===== src/rtl/rvb_crc.sv =====
// rtl/rvb_crc.sv - iterative CRC32/CRC32C unit (crc32.[bhwd], crc32c.[bhwd])
// Processes BPC reflected-CRC bits per busy cycle behind a din/dout valid/ready handshake.
module rvb_crc #(
  parameter int XLEN = 32,
  parameter int BPC  = 8
) (
  input  logic            clock,
  input  logic            reset,
  input  logic            din_valid,
  output logic            din_ready,
  input  logic [XLEN-1:0] din_rs1,
  input  logic            din_insn20,
  input  logic            din_insn21,
  input  logic            din_insn23,
  output logic            dout_valid,
  input  logic            dout_ready,
  output logic [XLEN-1:0] dout_rd
);

  typedef enum logic [1:0] {IDLE, BUSY, DONE} state_t;

  localparam int SH = (BPC == 1) ? 0 : (BPC == 2) ? 1 : (BPC == 4) ? 2 : 3;
  localparam logic [XLEN-1:0] POLY_CRC32  = XLEN'(32'hEDB88320);
  localparam logic [XLEN-1:0] POLY_CRC32C = XLEN'(32'h82F63B78);

  state_t          state_q, state_d;
  logic [XLEN-1:0] x_q, x_d;
  logic [XLEN-1:0] poly_q, poly_d;
  logic [XLEN-1:0] rd_q, rd_d;
  logic [6:0]      cnt_q, cnt_d;
  logic [6:0]      nbits;
  logic [XLEN-1:0] x_step;
  logic            accept;

  function automatic logic [XLEN-1:0] crc_bits(input logic [XLEN-1:0] x,
                                               input logic [XLEN-1:0] p);
    logic [XLEN-1:0] v;
    v = x;
    for (int i = 0; i < BPC; i++) begin
      v = (v >> 1) ^ (p & {XLEN{v[0]}});
    end
    return v;
  endfunction

  // Doubleword collapses to word on a 32-bit datapath.
  always_comb begin
    case ({din_insn21, din_insn20})
      2'b00:   nbits = 7'd8;
      2'b01:   nbits = 7'd16;
      2'b10:   nbits = 7'd32;
      default: nbits = (XLEN == 64) ? 7'd64 : 7'd32;
    endcase
  end

  assign x_step  = crc_bits(x_q, poly_q);
  assign accept  = din_valid & din_ready;
  assign dout_rd = rd_q;

  always_ff @(posedge clock or negedge reset) begin
    if (!reset) begin
      state_q <= IDLE;
      x_q     <= '0;
      poly_q  <= '0;
      rd_q    <= '0;
      cnt_q   <= '0;
    end else begin
      state_q <= state_d;
      x_q     <= x_d;
      poly_q  <= poly_d;
      rd_q    <= rd_d;
      cnt_q   <= cnt_d;
    end
  end

  always_comb begin
    state_d = state_q;
    x_d     = x_q;
    poly_d  = poly_q;
    rd_d    = rd_q;
    cnt_d   = cnt_q;
    case (state_q)
      IDLE: if (accept) state_d = BUSY;
      BUSY: begin
        x_d   = x_step;
        cnt_d = cnt_q - 7'd1;
        if (cnt_q == 7'd1) begin
          rd_d    = x_step;
          state_d = DONE;
        end
      end
      DONE: if (dout_ready) state_d = accept ? BUSY : IDLE;
      default: state_d = IDLE;
    endcase
    // Accept only happens in IDLE or DONE, so it never collides with the BUSY update.
    if (accept) begin
      x_d    = din_rs1;
      poly_d = din_insn23 ? POLY_CRC32C : POLY_CRC32;
      cnt_d  = nbits >> SH;
    end
  end

  always_comb begin
    din_ready  = 1'b0;
    dout_valid = 1'b0;
    case (state_q)
      IDLE: din_ready = reset;
      DONE: begin
        din_ready  = reset & dout_ready;
        dout_valid = 1'b1;
      end
      default: ;
    endcase
  end

endmodule

===== config.mk =====
export PLATFORM = sky130hd
export DESIGN_NAME = rvb_crc
export DESIGN_NICKNAME = d
export VERILOG_FILES = /design/src/rtl/rvb_crc.sv
export SDC_FILE = /design/constraint.sdc
export NUM_CORES = 1
export LEC_CHECK = 0
export CORE_ASPECT_RATIO = 1.25
export CORE_MARGIN = 2
export CORE_UTILIZATION = 50
export DETAILED_ROUTE_END_ITERATION = 8
export PLACE_DENSITY = 0.83
export SLEW_MARGIN = 0
export SYNTH_ARGS = -nofsm -noshare
export SYNTH_HDL_FRONTEND = slang
export SYNTH_SLANG_ARGS = --single-unit

===== constraint.sdc =====
create_clock -name clock -period 2.25 [get_ports clock]
set_input_delay 0.45 -clock clock [delete_from_list [all_inputs] [get_ports clock]]
set_output_delay 0.45 -clock clock [all_outputs]
set_load 0.005 [all_outputs]

==> results.rst, run 1 <==
.. list-table::
   :header-rows: 1

   * - Metric
     - Value
   * - CP Capture Type
     - register
   * - Share of post-route cells with drive strength above 1
     - 22.79%
   * - Overall die width
     - 95.16 um
   * - P&R area growth vs syn
     - 36.18%
   * - Minimum setup slack after placement
     - -149.9 ps
   * - Initial DRC count
     - 335
   * - Final Instance Count excl. Fillers
     - 809
   * - Number of nets still failing antenna checks after routing
     - 0
   * - Placed wire-length estimate after detailed placement
     - 11,260 um
   * - Buf/Inv on CP
     - 2
   * - Most frequently used flop master after synthesis
     - dfrtp_1
   * - Number of synthesized register bits
     - 76
   * - FFs w/ async S/R, synth
     - between 90% and 100%
   * - Vertical die dimension
     - approximately 120 um
   * - Library cell used as clock root buffer
     - clkbuf_16
   * - Final weighted congestion in routability-driven placement
     - 0.9685
   * - Number of enable flip-flop cells after synthesis
     - 0
   * - Max transition margin
     - 57.99%
   * - Die area
     - 11,220 um^2
   * - Wire length reported by the detailed router
     - 15,370 um
   * - Total number of placement rows
     - a little over 40
   * - Syn Std Cell Area
     - 5194 um^2
   * - Net total in the final layout
     - 717
   * - Register-to-Register Setup Slack
     - -40 ps
   * - Detailed-route via count
     - 4,584
   * - Post-route fraction of the period consumed by the critical path
     - 101.8%
   * - Clock latency of the later-clocked register in the worst-skew pair
     - 340 ps
   * - Total of fill cells in the finished design
     - 736
   * - Reg2Reg Launch Point
     - poly_q[25]
   * - Overflow left after global routing
     - 0
   * - Max-cap viol count
     - 0
   * - Endpoints failing setup
     - 4
   * - Critical Setup Path Class
     - reg -> reg
   * - Max-slew violation total from the final report
     - 0
   * - Number of detailed-route iterations in the first pass
     - 6
   * - Category of cells accounting for the largest share of critical-path delay
     - XOR/XNOR gates
   * - Antenna violations before repair
     - 0
   * - Synthesis warning total
     - 0
   * - Data arrival time of the worst path
     - 2520 ps
   * - GR Util All Layers
     - around 28%
   * - Final Critical Period
     - approximately 2300 ps
   * - Crit path largest cell delay
     - 420 ps
   * - Wirelength per Cell
     - between 15 and 20 um
   * - Largest area contributor in the synthesized netlist
     - dfrtp_1
   * - Worst-path maximum fanout
     - 4
   * - Number of buffers on the longest clock path
     - 2
   * - Final hold viol count
     - 0
   * - Core Footprint
     - 10,110 um^2
   * - Post-Route Utilization
     - 69.99%
   * - Number of hold-repair buffers added at the cts stage
     - 0
   * - Share of the yosys chip area belonging to registers
     - 36.62%
   * - Clock-pin slew on the worst setup and hold paths
     - roughly 60 ps
   * - DP Area
     - 6421 um^2
   * - Placed cell count
     - between 700 and 800
   * - Most common library cells after synthesis
     - 97 x xnor2_1, 85 x nand2_1, 76 x dfrtp_1, 73 x o21ai_0, 35 x xor2_1
   * - Area of all placed cells without fillers
     - 7073 um^2
   * - Startpoint type of the worst setup path
     - register
   * - I/O Pins
     - 73
   * - Result of the run
     - complete, but fails checks
   * - Biggest area contributors in the synthesized netlist
     - dfrtp_1 37%, xnor2_1 16%, o21ai_0 7.0%
   * - Maximum number of pins on one net before global-route repair
     - just over 60
   * - Cell-by-cell trace of the critical path
     - and2_4 > xnor3_2 > xor2_4 > buf_4 > xnor2_4 > nand2_2 > xnor2_1 > buf_4 > mux2_2
   * - Cell count after synthesis
     - 558
   * - Final worst-path setup slack
     - -41.26 ps
   * - Unrepaired setup endpoints after global routing
     - yes
   * - Starting density of the core
     - 51.39%
   * - Portion of synthesized cell area occupied by the leading cell type
     - 36.62%
   * - Remaining routing DRC violations
     - 0
   * - DR vias/cell
     - between 5 and 6
   * - TritonCTS Buffers
     - 9
   * - Most frequent CP cell
     - buf_4
   * - Number of global-route vias before repair
     - about 4,600
   * - Count of antenna diodes in the layout
     - 0
   * - Logic depth of the worst register-to-register path
     - 9
   * - I/O Buffers
     - 72
   * - Most frequent cell after synthesis
     - xnor2_1
   * - Wire length of the first global-routing pass
     - 24,120 um
   * - Transition time at the pin with the least slew margin
     - 630.2 ps
   * - Synth Net Count
     - 599
   * - H-tree Lvls
     - 3
   * - Achievable clock frequency
     - 436.4 MHz
   * - Avg Synthesized Cell Area
     - 9.308 um^2
   * - Worst path required time
     - 2480 ps
   * - Clock sink total
     - 76
   * - Failing checks
     - setup timing
   * - Netlist cell types
     - 50
   * - Class of the most critical hold timing path
     - in -> async
   * - Critical-path cell with the highest stage delay
     - xnor3_2
   * - CTS tree
     - done
   * - Critical R2R Capture
     - dout_rd[24]
   * - Post-Route Skew
     - 8.514 ps
## cells by family (layout without fill, tap and decap cells)
group,count (synthesis),count (layout),share of synthesized area [%]
AOI/OAI and AO/OA,136,136,15.76
xor gates and xnor gates,149,149,28.88
adders and majority gates,2,2,0.4817
buffers and inverters,48,170,4.240
DFF,76,76,36.62
muxes,8,8,1.662
and+or+nand+nor,139,139,12.36
## what timing repair did
action / CTS / global route
setup endpoints to repair: 18 / 43
pin swaps: 1 / 9
setup buffers: 5 / 3
gates resized for setup: 8 / 43
## how the worst max path moves through the flow
| stage | from | depth (start not counted) | end |
|---|---|---|---|
| after floorplan | x_q[0] | 8 | dout_rd[24] |
| after global routing | poly_q[25] | 9 | dout_rd[24] |
| after global placement | x_q[2] | 8 | dout_rd[21] |
| final | poly_q[25] | 9 | dout_rd[24] |
| after CTS | x_q[1] | 10 | x_q[10] |
| after detailed placement | x_q[2] | 8 | dout_rd[21] |
## through the flow
stage	setup TNS, ps	hold slack [ps]
after detailed placement	-695.4	472.9
after CTS	-172.0	161.2
after floorplan	0	154.4
final	-68.96	157.3
after global routing	-869.3	189.0
after global placement	-110.5	459.8
## placed cells by master (no fill, tap or decap), types with 2 or more instances in the layout
cell type	netlist	layout
nand2_1	85	81
mux2i_1	3	3
a22o_1	3	3
a21oi_1	10	10
nand2_2	4	8
dfrtp_1	76	72
and2_1	2	2
clkinv_2	0	2
a32oi_2	0	2
nand2b_1	5	4
nand3_1	8	8
nor2_1	13	12
clkbuf_16	0	9
xor2_2	3	8
nor2b_1	7	6
o211ai_1	3	3
ha_1	2	2
o21ai_1	2	4
buf_6	1	5
clkdlybuf4s50_1	0	71
a21o_1	2	2
xor2_4	1	2
mux2_2	5	5
xnor2_1	97	81
buf_4	4	69
a22oi_1	33	33
o21ai_0	73	71
nor4_1	2	2
xor2_1	35	29
xnor3_1	6	5
nand3b_1	5	5
inv_1	6	6
xnor3_2	1	2
dfrtp_2	0	4
buf_12	0	4
xnor2_4	1	4
xnor2_2	5	18
## per-layer routing
layer | vias up | track usage [%] | share of wire, %
li1 | 2104 | - | -
met1 | 2225 | 36.35 | 40
met2 | 203 | 46.26 | 50
met3 | 52 | 3.521 | 5.8
met4 | 0 | 13.32 | 4.0
met5 | - | 0 | 0
## area by class of cell
class / instances / area (um^2) / area share (%)
Clock inverter: 6 / 65.06 / 0.9199
Timing Repair Buffer: 149 / 1365 / 19.30
Sequential cell: 76 / 1907 / 26.96
Clock buffer: 9 / 225.2 / 3.184
Multi-Input combinational cell: 434 / 3327 / 47.04
Inverter: 6 / 22.52 / 0.3184
Tap cell: 129 / 161.4 / 2.282
## sequential cells by signal, indices dropped and copies added (netlist names)
register  cells
dout_rd      32
cnt_q         7
state_q       2
x_q          32
poly_q        3
Power of run 1 is left out: the tool's default activity adds up to more than one toggle a clock period on the data nets, which glitch-free logic cannot reach.
==> inputs of run 2 (changes only) <==
--- a/config.mk
+++ b/config.mk
@@ -5,11 +5,11 @@
 export SDC_FILE = /design/constraint.sdc
 export NUM_CORES = 1
 export LEC_CHECK = 0
-export CORE_ASPECT_RATIO = 1.25
 export CORE_MARGIN = 2
-export CORE_UTILIZATION = 50
+export CORE_UTILIZATION = 55
 export DETAILED_ROUTE_END_ITERATION = 8
-export PLACE_DENSITY = 0.83
+export PLACE_DENSITY = 0.86
+export SETUP_SLACK_MARGIN = 0.5
 export SLEW_MARGIN = 0
 export SYNTH_ARGS = -nofsm -noshare
 export SYNTH_HDL_FRONTEND = slang
==> constraint.sdc (replaced) <==
create_clock -name clock -period 2.2 [get_ports clock]
set_input_delay 0.44 -clock clock [delete_from_list [all_inputs] [get_ports clock]]
set_output_delay 0.44 -clock clock [all_outputs]
set_load 0.005 [all_outputs]
==> results.rst, run 2 (synthesized netlist as in run 1, its figures left out) <==
.. list-table::
   :header-rows: 1

   * - Metric
     - Value
   * - Post-route fraction of the period consumed by the critical path
     - 116.8%
   * - Class of the most critical hold timing path
     - in -> async
   * - Commonest non-fill, non-tap cell in the layout
     - buf_4
   * - Final hold viol count
     - 0
   * - Number of nets still failing antenna checks after routing
     - 0
   * - CP Capture Type
     - register
   * - Result of the run
     - complete, but fails checks
   * - Die area
     - 10,240 um^2
   * - Wire length of the first global-routing pass
     - 26,000 um
   * - Clock sink total
     - 76
   * - Starting density of the core
     - 56.48%
   * - Worst path required time
     - 2420 ps
   * - Max-cap viol count
     - 0
   * - Wire length reported by the detailed router
     - 23,240 um
   * - Endpoints failing setup
     - 44
   * - DR vias/cell
     - about 6.6
   * - Max transition margin
     - 57.33%
   * - Transition time at the pin with the least slew margin
     - approximately 640 ps
   * - Area of all placed cells without fillers
     - 8491 um^2
   * - Number of hold-repair buffers added at the cts stage
     - 0
   * - Remaining routing DRC violations
     - 0
   * - Placed cell count
     - 771
   * - Overflow left after global routing
     - 0
   * - Achievable clock frequency
     - 389.2 MHz
   * - Worst-path maximum fanout
     - 7
   * - Final weighted congestion in routability-driven placement
     - 0.9977
   * - Clock latency of the later-clocked register in the worst-skew pair
     - 370 ps
   * - Failing checks
     - setup timing
   * - GR Util All Layers
     - 34.10%
   * - Data arrival time of the worst path
     - around 2800 ps
   * - I/O Buffers
     - 72
   * - Detailed-route via count
     - 5,582
   * - Number of global-route vias before repair
     - 4,866
   * - Maximum number of pins on one net before global-route repair
     - 54
   * - CTS tree
     - done
   * - Unrepaired setup endpoints after global routing
     - yes
   * - Post-Route Skew
     - 13.24 ps
   * - Count of antenna diodes in the layout
     - 0
   * - Final worst hold slack
     - 163.7 ps
   * - Final worst-path setup slack
     - -369.1 ps
   * - Total of fill cells in the finished design
     - between 300 and 400
   * - P&R area growth vs syn
     - 63.48%
   * - Final Instance Count excl. Fillers
     - 850
   * - Initial DRC count
     - 551
   * - Antenna violations before repair
     - 0
   * - Leading cell types in the layout, fill and taps excluded
     - 94 x buf_4, 72 x dfrtp_1, 66 x nand2_1, 57 x clkdlybuf4s50_1
   * - Clock-pin slew on the worst setup and hold paths
     - 90 ps
   * - Vertical die dimension
     - 101.2 um
   * - TritonCTS Buffers
     - 9
   * - Final Critical Period
     - 2569 ps
   * - I/O Pins
     - 73
   * - Net total in the final layout
     - 776
   * - Total number of placement rows
     - 35
   * - Overall die width
     - a little over 100 um
   * - Placed wire-length estimate after detailed placement
     - 11,440 um
   * - Number of buffers on the longest clock path
     - 2
   * - Library cell used as clock root buffer
     - clkbuf_8
   * - DP Area
     - 6603 um^2
   * - Core Footprint
     - between 9000 and 10,000 um^2
   * - H-tree Lvls
     - 3
   * - Wirelength per Cell
     - 27.34 um
   * - Max-slew violation total from the final report
     - 0
   * - Share of post-route cells with drive strength above 1
     - 39.92%
   * - Critical Setup Path Class
     - reg -> reg
   * - Startpoint type of the worst setup path
     - register
   * - Number of detailed-route iterations in the first pass
     - 6
[run 2: cell types whose count changed in the layout (fill, tap and decap cells not counted), sizes merged]
cell	previous run	this run
dlymetal6s2s	0	12
clkdlybuf4s15	0	1
inv	7	6
clkinvlp	1	2
clkdlybuf4s50	71	57
bufbuf	0	1
buf	78	137
[run 2: through the flow]
step                util [%]  setup TNS [ps]  worst slack (ps)
floorplan                  -               0             155.1
global placement       71.80          -21.95            -21.95
detailed placement     71.80          -155.6            -65.56
CTS                    81.46               0             19.39
global route           92.33           -6852            -364.4
finish                 92.33           -4846            -369.1
[run 2: cell type report]
cell class              count  area, um^2  share of cell area [%]
clock buffers               9       123.9                   1.459
clock inverters             6       65.06                  0.7663
inverters                   6       26.28                  0.3095
multi-input cells         434        4169                   49.10
flip-flops and latches     76        1907                   22.46
well taps                 111       138.9                   1.636
repair buffers            208        2061                   24.27
[run 2: worst paths after layout]
check,startpoint,to,slack (ps),cells after the start
max,x_q[0],dout_rd[4],-370,10
min,reset,x_q[8],160,2
max reg2reg,x_q[0],dout_rd[4],-370,10
min reg2reg,dout_rd[9],dout_rd[9],500,2
max in group asynchronous,reset,x_q[1],1000,3
min in group clock,dout_ready,state_q[1],390,2
[run 2: critical path, cell delays in order (launching register included)]
cell and delay [ps]:
dfrtp_1 400, buf_12 160, buf_8 130, buf_12 140
xor2_1 250, a21oi_1 90, nand3b_4 270, xnor2_4 290
xnor2_2 150, xnor2_4 170, o21ai_0 360
[run 2: repair_timing]
item | 4_1_cts | 5_1_grt
endpoints found under the setup margin | 69 | 84
pin swaps | 50 | 61
resized for setup | 98 | 142
setup buffers | 25 | 38
cloned | 1 | 0
[run 2: layer usage]
layer,GRT usage [%],vias up,routed length [um]
met4,13.31,0,1726
met1,43.40,2710,7868
li1,-,2223,-
met5,0,-,0
met2,57.97,500,11270
met3,6.211,149,2376
Power of run 2 is left out for the same reason.
